[config.mk]
export PLATFORM = sky130hd
export DESIGN_NAME = bram_burst_reader
export DESIGN_NICKNAME = d
export VERILOG_FILES = /design/src/rtl/bram_rd_pkg.sv /design/src/rtl/bram_rd_fifo.sv /design/src/rtl/bram_burst_reader.sv
export SDC_FILE = /design/constraint.sdc
export NUM_CORES = 1
export LEC_CHECK = 0
export CORE_ASPECT_RATIO = 0.8
export CORE_MARGIN = 3
export CORE_UTILIZATION = 25
export DETAILED_ROUTE_END_ITERATION = 8
export GPL_TIMING_DRIVEN = 0
export PLACE_DENSITY_LB_ADDON = 0.2
export SLEW_MARGIN = 20
export SYNTH_ARGS = -nofsm -noshare
export SYNTH_HDL_FRONTEND = slang
export SYNTH_SLANG_ARGS = --single-unit
[constraint.sdc]
create_clock -name clk -period 3.3 [get_ports clk]
set_input_delay 0.99 -clock clk [delete_from_list [all_inputs] [get_ports clk]]
set_output_delay 0.99 -clock clk [all_outputs]
set_load 0.05 [all_outputs]
[src/rtl/bram_rd_pkg.sv]
// Shared types and constants for the BRAM burst reader.
// Default widths match the truedual wrapper ports.
package bram_rd_pkg;

   localparam int unsigned DefAw = 10;
   localparam int unsigned DefDw = 16;

   typedef enum logic [1:0] {
      StIdle,
      StIssue,
      StDrain,
      StFinish
   } rd_state_e;

   // Width needed to index 'value' entries; never returns less than 1.
   function automatic int unsigned clog2(input int unsigned value);
      int unsigned v;
      int unsigned result;
      v = (value > 1) ? value - 1 : 0;
      result = 0;
      while (v > 0) begin
         v = v >> 1;
         result++;
      end
      return (result == 0) ? 1 : result;
   endfunction

endpackage

[src/rtl/bram_rd_fifo.sv]
// Synchronous first-word-fall-through FIFO holding {last, data} beats.
// Depth must be a power of two so the pointers wrap naturally.
module bram_rd_fifo
   import bram_rd_pkg::*;
#(
   parameter int unsigned Depth = 4,
   parameter int unsigned Width = 17
) (
   input  logic             clk,
   input  logic             rst,
   input  logic             push,
   input  logic [Width-1:0] wdata,
   input  logic             pop,
   output logic [Width-1:0] rdata,
   output logic             empty
);

   localparam int unsigned PW = clog2(Depth);
   localparam int unsigned CW = clog2(Depth + 1);

   logic [Width-1:0] mem_q [Depth];
   logic [PW-1:0]    wr_ptr_q;
   logic [PW-1:0]    rd_ptr_q;
   logic [CW-1:0]    count_q;

   always_ff @(posedge clk) begin
      if (rst) begin
         wr_ptr_q <= '0;
         rd_ptr_q <= '0;
         count_q  <= '0;
      end else begin
         if (push) begin
            mem_q[wr_ptr_q] <= wdata;
            wr_ptr_q        <= wr_ptr_q + PW'(1);
         end
         if (pop) begin
            rd_ptr_q <= rd_ptr_q + PW'(1);
         end
         count_q <= count_q + CW'(push) - CW'(pop);
      end
   end

   assign rdata = mem_q[rd_ptr_q];
   assign empty = (count_q == '0);

endmodule

[src/rtl/bram_burst_reader.sv]
// Burst read master for one BRAM port: issues one read per cycle under a credit limit,
// absorbs the read latency and presents the words as a valid/ready stream with last marker.
module bram_burst_reader
   import bram_rd_pkg::*;
#(
   parameter int unsigned AW        = DefAw,
   parameter int unsigned DW        = DefDw,
   parameter int unsigned RD_LAT    = 1,
   parameter int unsigned BUF_DEPTH = 4
) (
   input  logic          clk,
   input  logic          rst,
   input  logic          start,
   input  logic [AW-1:0] start_addr,
   input  logic [AW:0]   length,
   output logic          busy,
   output logic          done,
   output logic          mem_rden,
   output logic [AW-1:0] mem_addr,
   input  logic [DW-1:0] mem_dout,
   output logic          m_valid,
   output logic [DW-1:0] m_data,
   output logic          m_last,
   input  logic          m_ready
);

   localparam int unsigned CRW = clog2(BUF_DEPTH + 1);

   rd_state_e         state_q, state_d;
   logic [AW:0]       len_q;
   logic [AW:0]       remaining_q, remaining_d;
   logic [AW:0]       wr_cnt_q, wr_cnt_d;
   logic [CRW-1:0]    credit_q, credit_d;
   logic [AW-1:0]     addr_q, addr_d;
   logic              rden_q, rden_d;
   logic              busy_q, busy_d;
   logic              done_q, done_d;
   logic [RD_LAT-1:0] rd_pipe_q;

   logic              push, pop, push_last;
   logic              fifo_empty, fifo_last;
   logic [DW-1:0]     fifo_data;
   logic [DW:0]       fifo_wdata, fifo_rdata;

   assign push       = rd_pipe_q[RD_LAT-1];
   assign pop        = m_valid && m_ready;
   assign push_last  = ((wr_cnt_q + (AW+1)'(1)) == len_q);
   assign fifo_wdata = {push_last, mem_dout};
   assign fifo_last  = fifo_rdata[DW];
   assign fifo_data  = fifo_rdata[DW-1:0];

   always_comb begin
      state_d     = state_q;
      remaining_d = remaining_q - (AW+1)'(rden_q);
      addr_d      = addr_q + AW'(rden_q);
      wr_cnt_d    = wr_cnt_q + (AW+1)'(push);
      credit_d    = credit_q + CRW'(rden_q) - CRW'(pop);
      busy_d      = busy_q;
      done_d      = 1'b0;
      unique case (state_q)
         StIdle: begin
            if (start) begin
               remaining_d = length;
               addr_d      = start_addr;
               wr_cnt_d    = '0;
               busy_d      = 1'b1;
               state_d     = (length == '0) ? StFinish : StIssue;
            end
         end
         StIssue: begin
            if (remaining_d == '0) state_d = StDrain;
         end
         StDrain: begin
            if (pop && m_last) begin
               state_d = StFinish;
               busy_d  = 1'b0;
               done_d  = 1'b1;
            end
         end
         StFinish: begin
            // Zero-length commands arrive here still busy and pulse done one cycle later.
            if (busy_q) begin
               busy_d = 1'b0;
               done_d = 1'b1;
            end else begin
               state_d = StIdle;
            end
         end
         default: state_d = StIdle;
      endcase
      rden_d = (state_d == StIssue) && (credit_d < CRW'(BUF_DEPTH));
   end

   always_ff @(posedge clk) begin
      if (rst) begin
         state_q     <= StIdle;
         len_q       <= '0;
         remaining_q <= '0;
         wr_cnt_q    <= '0;
         credit_q    <= '0;
         addr_q      <= '0;
         rden_q      <= 1'b0;
         busy_q      <= 1'b0;
         done_q      <= 1'b0;
         rd_pipe_q   <= '0;
      end else begin
         state_q     <= state_d;
         remaining_q <= remaining_d;
         wr_cnt_q    <= wr_cnt_d;
         credit_q    <= credit_d;
         addr_q      <= addr_d;
         rden_q      <= rden_d;
         busy_q      <= busy_d;
         done_q      <= done_d;
         if (state_q == StIdle && start) len_q <= length;
         rd_pipe_q[0] <= rden_q;
         for (int i = 1; i < RD_LAT; i++) rd_pipe_q[i] <= rd_pipe_q[i-1];
      end
   end

   bram_rd_fifo #(
      .Depth (BUF_DEPTH),
      .Width (DW + 1)
   ) u_fifo (
      .clk   (clk),
      .rst   (rst),
      .push  (push),
      .wdata (fifo_wdata),
      .pop   (pop),
      .rdata (fifo_rdata),
      .empty (fifo_empty)
   );

   assign busy     = busy_q;
   assign done     = done_q;
   assign mem_rden = rden_q;
   assign mem_addr = addr_q;
   assign m_valid  = !fifo_empty;
   assign m_data   = m_valid ? fifo_data : '0;
   assign m_last   = m_valid && fifo_last;

endmodule

# After elaboration in Yosys (flattened, before gate mapping)
# Memories as Yosys holds them, arrays and structs flattened. A register that Yosys moved wholly into a read port is not among the register bits.
# Index checks and enable logic that the tools add are counted.
[word_totals]
register_bits = 59
mem_bits_rw = 68
inputBits = 41
output_inout_bits = 31
elab_cells = 68
mem_count = 1
[op_classes]
add_sub_neg = 10
n_lt_le_gt_ge = 1
eq_ne = 7
n_mux = 24
reduce_logical = 12
[memory_table]
columns = ["name", "depth", "word_bits", "rd", "rd_clocked_by_memory_dff", "write_ports", "line_no", "source"]
rows = [
  ["u_fifo.mem_q", 4, 17, 1, 1, 1, "bram_rd_fifo.sv:21", "logic [Width-1:0] mem_q [Depth];"],
]
[op_table]
columns = ["op", "count"]
rows = [
  ["$mux W11", 4],
  ["$logic_not A11 Y1", 2],
  ["$mux W10", 2],
  ["$mux W16", 1],
  ["$mux W2", 7],
  ["$add A11 B1 Y11", 1],
  ["$add A11 B1 Y11 const B", 1],
  ["$eq A11 B11 Y1", 1],
  ["$sub A11 B1 Y11", 1],
  ["$add A10 B1 Y10", 1],
  ["$pmux W2 S4", 1],
  ["$mux W1", 7],
  ["$add A3 B1 Y3", 2],
  ["$sub A3 B1 Y3", 2],
  ["$logic_and A1 B1 Y1", 5],
  ["$add A2 B1 Y2 const B", 2],
  ["$eq A2 B1 Y1 const B", 2],
  ["$eq A2 B2 Y1 const B", 2],
  ["$ne A2 B2 Y1 const B", 2],
  ["$logic_not A3 Y1", 1],
  ["$lt A3 B3 Y1 const B", 1],
  ["$pmux W1 S3", 1],
  ["$reduce_and A3 Y1", 1],
  ["$reduce_bool A3 Y1", 1],
  ["3 further kinds", 3],
]

# Longest topological paths before layout
# Gate-level depths: netlist of the first run.
[logic_depth]
ltp_word = 8
mapped_depth = 12
depth_no_buf = 11

# Modules after synthesis
# A second synthesis of the first run with hierarchy kept.
[unflattened]
hier_cells = 503
area_unflattened_um2 = 5863.1
[modules_own_cells]
columns = ["module", "instances", "cells_per_inst", "area_per_inst_um2", "seq_area_each_um2"]
rows = [
  ["bram_rd_fifo", 1, 132, 2935.3, 2222.1],
  ["bram_burst_reader", 1, 371, 2927.8, 1041.0],
]

# Least setup slack after synthesis of the first run
# OpenSTA, ideal clock, no wires.
[synth_path]
kind = "register -> output"
from = "reg u_fifo.count_q[1]"
to = "out m_data[10]"
t_arrival_ps = 1795
slack_ps = 515
stages_incl_launch_ff = 5
path_buffers = 2
cell_sequence = "dfxtp_1 or3_1 clkbuf_1 clkbuf_1 and2_1"
[synth_via]
elab_chain_len = 2
[synth_rtl]
columns = ["element", "line_no", "source"]
rows = [
  ["start, declared", "bram_rd_fifo.sv:24", "logic [CW-1:0] count_q;"],
  ["start signal, assigned", "bram_rd_fifo.sv:39", "count_q <= count_q + CW'(push) - CW'(pop);"],
  ["$logic_not A3 Y1", "bram_rd_fifo.sv:44", "assign empty = (count_q == '0);"],
  ["$mux W16", "bram_burst_reader.sv:139", "assign m_data = m_valid ? fifo_data : '0;"],
  ["end, declared", "bram_burst_reader.sv:22", "output logic [DW-1:0] m_data,"],
]
# No other way between the ends.

==> out/metrics.cfg, run 1 <==
[routing]
first_pass_iters = 4
ant_nets = 0
drt-initial-drc-count = 200
routed_wl_um = 13900
wl_per_cell_um = 15.3
num_vias = 4024
drc = 0
viasPerCell = 4.42

[clocking]
clkSlewWorstSetupHoldPaths_ps = 70
postCtsSetupBuffers = 0
postCtsHoldBufs = 0
insertion_delay_ps = 420
numCtsBuffers = 17
cts.sinks = 129
htreeDepth = 4
cts_tree = built
clockBufferDepth = 2
clock-root-buffer = clkbuf_16

[synth]
syn_area_per_cell_um2 = 11.7
ys_types = 55
synth-edff-count = 68
yosysSeqAreaShare_pct = 55.6
syn_area_um2 = 5860
synth_ff_type = edfxtp_1
synth_seq_cells = 129
yosysWarnings = 0
syn_nets = 566
synthCells = 503
async_flop_share_pct = 0

[sta]
relSlewSlack_pct = 31.4
finClkSkew_ps = 12.2
finalCritPeriodShare_pct = 95.5
final.min_clock_period_ps = 3150
setup_violations = 0
hold-worst-slack_ps = 474
fmax_mhz = 317
tightest_slew_ps = 1030
finalMaxSlewViolations = 0
finalHoldViolCount = 0
rsz0062_at_grt = no

[setup_path]
worstPathArrival_ps = 2160
worst-setup-path-type = reg -> out
startpoint_type = flop
crit_required_ps = 2310
crit_path_end_kind = output port
critPathMaxFanout = 10

[power]
power_frac_clock_pct = 30.3
switchingPower_mw = 2.41
p_per_area_nw_per_um2 = 812
swShare_pct = 39.3
combPwrFrac_pct = 36.5
irDropWorstVdd_mv = 0.271
pwr-share-seq_pct = 33.2
leakage_nw = 2.65
internal_power_mw = 3.73

[flow_run]
maxCapViolations = 0

[global_route]
grt_pass1_wl_um = 22000
grt_usage_pct = 11.4
grt_max_degree = 18
antenna_found_initial = 0
grt_overflow = 0
grt_pass1_vias = 4062

[placed_design]
place.gp.congestion = 0.749
portBuffers = 71
dpl.hpwl_um = 9770
dpl.cell_count = 880

[die]
die_x_um = 177
io_pins = 72
core_um2 = 22700
dieHeight_um = 143
dieArea_um2 = 25300
row_count = 49
initial_core_util_pct = 25.8

[cells_and_area]
fin_cells = 910
drive_above_1_share_pct = 11.9
layout_common_cells = 68 x edfxtp_1, 61 x dfxtp_1, 53 x clkdlybuf4s50_1
final_common_cell = edfxtp_1
syn_to_final_growth_pct = 28.9
antenna_cells = 0
fin_nets = 654
fin_util_pct = 33.2

[min_path]
hold_class = reg -> reg

[run_status]
status = finished, final reports clean

## cells in the mapped netlist (2+ instances only)
cell type / n / area [um2]
a211oi_1: 10 / 75.1
a21oi_1: 27 / 135
a221oi_1: 2 / 17.5
a311oi_1: 3 / 26.3
a31oi_1: 2 / 12.5
and2_1: 25 / 156
buf_1: 2 / 7.51
buf_2: 4 / 20.0
clkbuf_1: 16 / 60.1
dfxtp_1: 61 / 1220
edfxtp_1: 68 / 2040
fa_1: 2 / 40.0
ha_1: 20 / 250
inv_1: 20 / 75.1
mux2i_1: 3 / 30.0
mux4_2: 17 / 383
nand2_1: 48 / 180
nand2b_1: 5 / 31.3
nand3_1: 14 / 70.1
nand3b_1: 2 / 15.0
nand4_1: 3 / 18.8
nor2_1: 45 / 169
nor2b_1: 6 / 37.5
nor3_1: 11 / 55.1
o21ai_0: 3 / 15.0
o22ai_1: 2 / 12.5
or3_1: 6 / 37.5
or4_1: 3 / 22.5
xnor2_1: 22 / 193
xor2_1: 26 / 228
## logic make-up (layout without fill, tap and decap cells)
kind of cell,count (synthesis),after routing,synth area share (%)
AO/OA/AOI/OAI,62,62,7.04
XOR/XNOR,48,48,7.17
adder cells (fa/ha/maj),22,22,4.95
buffers and inverters,42,143,2.77
flip-flops,129,129,55.6
multiplexers,21,21,7.23
AND/OR/NAND/NOR,179,179,15.2
## registers in the layout (all words and copies together), names as in the netlist, named ones only
| name | count |
|---|---|
| len_q | 11 |
| credit_q | 3 |
| push | 1 |
| remaining_q | 11 |
| wr_cnt_q | 11 |
| mem_rden | 1 |
| state_q | 2 |
| u_fifo.rd_ptr_q | 2 |
| u_fifo.mem_q | 68 |
| u_fifo.count_q | 3 |
| mem_addr | 10 |
| u_fifo.wr_ptr_q | 2 |
| busy | 1 |
| done | 1 |
## path summary, 6_finish.rpt
check / start / to / slack (ps) / depth (start not counted)
worst min register to register: len_q[0] / len_q[0] / 470 / 2
worst max register to register: u_fifo.count_q[0] / mem_rden / 390 / 11
worst min-delay path: len_q[0] / len_q[0] / 470 / 2
worst max-delay path: flop / m_data[10] / 150 / 5
## worst max-delay path: stages (launching register included)
cell and delay (ps):
dfxtp_1 320, buf_4 210, buf_8 200, mux4_2 500, and2_1 180, clkdlybuf4s15_2 340
## per-stage QoR
| step | setup TNS [ps] | cell area (um2) | worst slack, ps | power [mW] |
|---|---|---|---|---|
| after floorplan | 0 | 5860 | 515 | 3.66 |
| after global placement | -2990 | 6960 | -310 | 4.33 |
| after detailed placement | -2980 | 6960 | -299 | 4.37 |
| after CTS | 0 | 7560 | 8.40 | 6.22 |
| after global routing | 0 | 7560 | 8.62 | 6.48 |
| final | 0 | 7560 | 147 | 6.14 |
## area by class of cell
class | count | area (um2)
buffer | 20 | 97.6
timing repair buffer | 71 | 709
inverter | 20 | 75.1
tap | 306 | 383
sequential | 129 | 3260
fill | 2249 | 15200
clock buffer | 17 | 425
multi-input combinational | 332 | 2440
clock inverter | 15 | 166
## metal layers
metal / up-vias / track usage, % / wire length (um)
met3: 9 / 3.14 / 552
li1: 1978 / - / -
met1: 1967 / 15.7 / 7040
met5: - / 0 / 0
met2: 70 / 17.5 / 6220
met4: 0 / 3.22 / 102
## timing repair
item                       4_1_cts  5_1_grt
cloned                           0        0
setup endpoints to repair       18       12
pin swaps                        0        0
resized for setup               44        3
## power by group through the flow
stage / clock [mW] / combinational, mW / sequential [mW]
6_report: 1.86 / 2.24 / 2.04
3_5_place_dp: 0 / 2.30 / 2.07
4_1_cts: 1.92 / 2.26 / 2.04
5_1_grt: 1.99 / 2.43 / 2.07
3_3_place_gp: 0 / 2.26 / 2.06
2_1_floorplan: 0 / 1.48 / 2.17
Power figures use the tool's default switching activity.
==> inputs of run 2 (changes only) <==
Settings changed: SETUP_SLACK_MARGIN set to 0.4.
==> out/metrics.cfg, run 2 (synthesis gave the netlist of run 1 again) <==
[cells_and_area]
fin_nets = 664
layout_common_cells = 68 x edfxtp_1, 60 x dfxtp_1, 53 x clkdlybuf4s50_1
final_common_cell = edfxtp_1
antenna_cells = 0
largest_reg_flops = 68
largest_register = u_fifo.mem_q
multi_input_area_um2 = 2480
nFillCells = 2224
seq_area_um2 = 3260
fin_cells = 920
drive_above_1_share_pct = 16.9
syn_to_final_growth_pct = 32.8

[power]
p_per_area_nw_per_um2 = 841
pwr-share-seq_pct = 31.1
power_frac_clock_pct = 28.4
switchingPower_mw = 2.49
swShare_pct = 38.0
irDropWorstVdd_mv = 0.256
combPwrFrac_pct = 40.5
leakage_nw = 2.78
internal_power_mw = 4.06

[sta]
fmax_mhz = 344
finClkSkew_ps = 22.1
relSlewSlack_pct = 30.8
finalCritPeriodShare_pct = 88.1
setup_ws_ps = 392
final.min_clock_period_ps = 2910
tightest_slew_ps = 1040
finalHoldViolCount = 0
setup_violations = 0
finalMaxSlewViolations = 0
rsz0062_at_grt = yes
final.setup.tns_ps = 0

[min_path]
hold_class = reg -> reg
hold_depth = 2

[setup_path]
worst-setup-path-type = reg -> out
regToRegStartpoint = u_fifo.count_q[0]
worstPathArrival_ps = 1920
reg2reg_slack_ps = 610
crit_path_end_kind = output port
startpoint_type = flop
crit_required_ps = 2310
reg2reg_to = mem_rden
endpoint = m_data[6]
worst_r2r_path_depth = 12
critPathMaxFanout = 5

[global_route]
grt_overflow = 0
grt_usage_pct = 11.5
antenna_found_initial = 0
grt_pass1_wl_um = 22200
grt_max_degree = 18
grt_pass1_vias = 4071

[routing]
ant_nets = 0
first_pass_iters = 4
viasPerCell = 4.43
routed_wl_um = 14100
wl_per_cell_um = 15.3
num_vias = 4078
drt-initial-drc-count = 225
drc = 0

[die]
io_pins = 72
initial_core_util_pct = 25.8
dieHeight_um = 143
dieArea_um2 = 25300
die_x_um = 177
core_um2 = 22700
row_count = 49

[placed_design]
portBuffers = 71
place.gp.congestion = 0.749
dpl.hpwl_um = 9770
post-place-ws_ps = -299
dpl.cell_count = 880

[clocking]
cts_tree = built
cts.sinks = 129
insertion_delay_ps = 420
clock-root-buffer = clkbuf_16
htreeDepth = 4
clockBufferDepth = 2
clkSlewWorstSetupHoldPaths_ps = 70
numCtsBuffers = 17
postCtsHoldBufs = 0

[run_status]
status = finished, final reports clean

[flow_run]
maxCapViolations = 0

[run 2: routing by layer]
metal	part of all wire (%)	global-route usage (%)
met1	50	16.0
met5	0	0
met4	0.46	3.22
met3	4.0	3.19
met2	45	17.6
[run 2: how the worst min path moves through the flow]
stage,from,end
after CTS,len_q[5],len_q[5]
after global routing,len_q[7],len_q[7]
final,len_q[0],len_q[0]
after floorplan,len_q[1],len_q[1]
after detailed placement,len_q[5],len_q[5]
after global placement,len_q[1],len_q[1]
[run 2: power groups by stage]
stage	clock network [mW]	logic [mW]	registers (mW)
2_1_floorplan	0	1.48	2.17
3_3_place_gp	0	2.26	2.06
3_5_place_dp	0	2.30	2.07
4_1_cts	1.92	2.55	2.04
5_1_grt	1.99	2.86	2.06
6_report	1.86	2.65	2.04
[run 2: critical path: stages (launching register included)]
cell and delay [ps]:
dfxtp_2 340, buf_8 130, buf_12 110, buf_12 110
mux4_2 480, and2_4 170, buf_6 140
[run 2: timing repair]
| action | in CTS | in global routing |
|---|---|---|
| hold endpoints to repair | 0 | 0 |
| setup buffers | 5 | 2 |
| gates cloned | 1 | 0 |
| pin swaps | 4 | 9 |
| resized for setup | 138 | 25 |
| endpoints found under the setup margin | 19 | 16 |
[run 2: area by class of cell]
type	count	share of cell area, %
timing repair buffer	79	11.1
clock buffer	17	5.46
multi-input combinational	332	31.8
inverter	20	0.964
buffer	22	1.65
tap	306	4.91
clock inverter	15	2.14
sequential	129	41.9
[run 2: per-stage QoR]
step | power [mW] | util, % | cell area, um2 | hold slack, ps
2_1_floorplan | 3.66 | - | 5860 | 448
3_3_place_gp | 4.33 | 30.6 | 6960 | 466
3_5_place_dp | 4.37 | 30.6 | 6960 | 468
4_1_cts | 6.51 | 33.9 | 7710 | 477
5_1_grt | 6.91 | 34.2 | 7790 | 500
6_report | 6.55 | 34.2 | 7790 | 475
==> inputs of run 3 (changes only) <==
Settings changed: REMOVE_ABC_BUFFERS set to 1.
==> out/metrics.cfg, run 3 (synthesis gave the netlist of run 1 again) <==
[clocking]
clockBufferDepth = 2
clkSlewWorstSetupHoldPaths_ps = 60
clock-root-buffer = clkbuf_16
cts_tree = built
numCtsBuffers = 17
postCtsHoldBufs = 0
insertion_delay_ps = 420
htreeDepth = 4
cts.sinks = 129

[global_route]
grt_usage_pct = 10.7
grt_pass1_vias = 3927
antenna_found_initial = 0
grt_max_degree = 44
grt_pass1_wl_um = 20900
grt_overflow = 0

[cells_and_area]
layout_common_cells = 68 x edfxtp_1, 58 x dfxtp_1, 51 x clkdlybuf4s50_1
final_common_cell = edfxtp_1
fin_nets = 644
largest_register = u_fifo.mem_q
drive_above_1_share_pct = 15.2
antenna_cells = 0
syn_to_final_growth_pct = 28.0
largest_reg_flops = 68
finalInstanceArea_um2 = 7510

[flow_run]
maxCapViolations = 0

[power]
leakage_nw = 2.66
internal_power_mw = 3.76
combPwrFrac_pct = 36.9
power_frac_clock_pct = 29.2
irDropWorstVdd_mv = 0.264
p_per_area_nw_per_um2 = 812
swShare_pct = 38.3
pwr-share-seq_pct = 33.9
switchingPower_mw = 2.34

[sta]
hold-worst-slack_ps = 470
final.min_clock_period_ps = 2880
final.setup.tns_ps = 0
rsz0062_at_grt = yes
finalHoldViolCount = 0
finalMaxSlewViolations = 0
finalCritPeriodShare_pct = 87.3
relSlewSlack_pct = 34.8
tightest_slew_ps = 978
fmax_mhz = 347
finClkSkew_ps = 8.78
setup_violations = 0

[setup_path]
crit_path_end_kind = output port
path_cells = buf_12, mux4_2, and2_1, clkdlybuf4s15_2
critPathMaxFanout = 5
crit_required_ps = 2310
path_buf_inv = 2
worstPathArrival_ps = 1890
critical-path-top-delay-family = multiplexers
cp_slowest_cell = mux4_2
startpoint_type = flop
critical-path-max-stage-delay_ps = 470
worst-setup-path-type = reg -> out

[die]
dieArea_um2 = 25300
initial_core_util_pct = 25.8
dieHeight_um = 143
die_x_um = 177
io_pins = 72
core_um2 = 22700
row_count = 49

[routing]
drt-initial-drc-count = 201
drc = 0
first_pass_iters = 4
routed_wl_um = 12900
num_vias = 3939
ant_nets = 0
viasPerCell = 4.38
wl_per_cell_um = 14.4

[placed_design]
dpl-instance-area_um2 = 6890
portBuffers = 71
place.gp.congestion = 0.780
dpl.hpwl_um = 8660

[min_path]
hold_class = reg -> reg

[run_status]
status = finished, final reports clean

## run 3: cell count changes in the layout (fill, tap and decap cells not counted), moves of 4 or more
cell,delta
buf_4,+5
buf_2,+4
clkinv_8,-4
and2_1,+11
buf_8,-8
clkbuf_1,-12
and2_4,-11
buf_6,-5
## run 3: timing repair
item / in CTS / in global routing
gates resized for setup: 89 / 11
endpoints found under the setup margin: 20 / 18
pin swaps: 3 / 3
setup buffers: 5 / 4
## run 3: layer usage
metal	part of all wire [%]	global-route usage [%]	vias up	routed length, um
met4	0.94	3.26	0	121
met2	45	16.6	55	5870
li1	-	-	1966	-
met5	0	0	-	0
met3	3.9	3.06	10	503
met1	50	14.5	1908	6420
## run 3: worst min-delay path, delay by kind of cell, from the launching register on
family             cells  cell delay, ps
DFF                    1             320
AOI/OAI and AO/OA      1              50
and+or+nand+nor        1              50
## run 3: power groups by stage
stage	clock [mW]	combinational (mW)	sequential (mW)
global placement	0	2.14	2.14
floorplan	0	1.39	2.22
finish	1.78	2.25	2.07
detailed placement	0	2.17	2.14
global route	1.92	2.47	2.09
CTS	1.83	2.20	2.08
## run 3: path summary, 6_finish.rpt
path	to	cells after the start	startpoint	slack [ps]
setup / recovery	m_data[2]	4	flop	420
hold reg to reg	len_q[3]	2	len_q[3]	470
hold / removal	len_q[3]	2	len_q[3]	470
setup reg to reg	mem_rden	11	u_fifo.count_q[1]	610
## run 3: final cells by class
cell class	instances	area (um2)
multi-input cells	332	2450
clock inverters	15	138
well taps	306	383
clock buffers	17	425
fillers	2304	15200
flip-flops and latches	129	3270
repair buffers	81	761
inverters	20	75.1
## run 3: metrics by stage
step,util (%),setup slack (ps),power [mW],cells
after floorplan,-,449,3.61,481
after global placement,30.2,-942,4.28,858
after detailed placement,30.3,-165,4.32,859
after CTS,32.8,315,6.11,896
after global routing,33.0,350,6.48,900
final,33.0,418,6.10,900
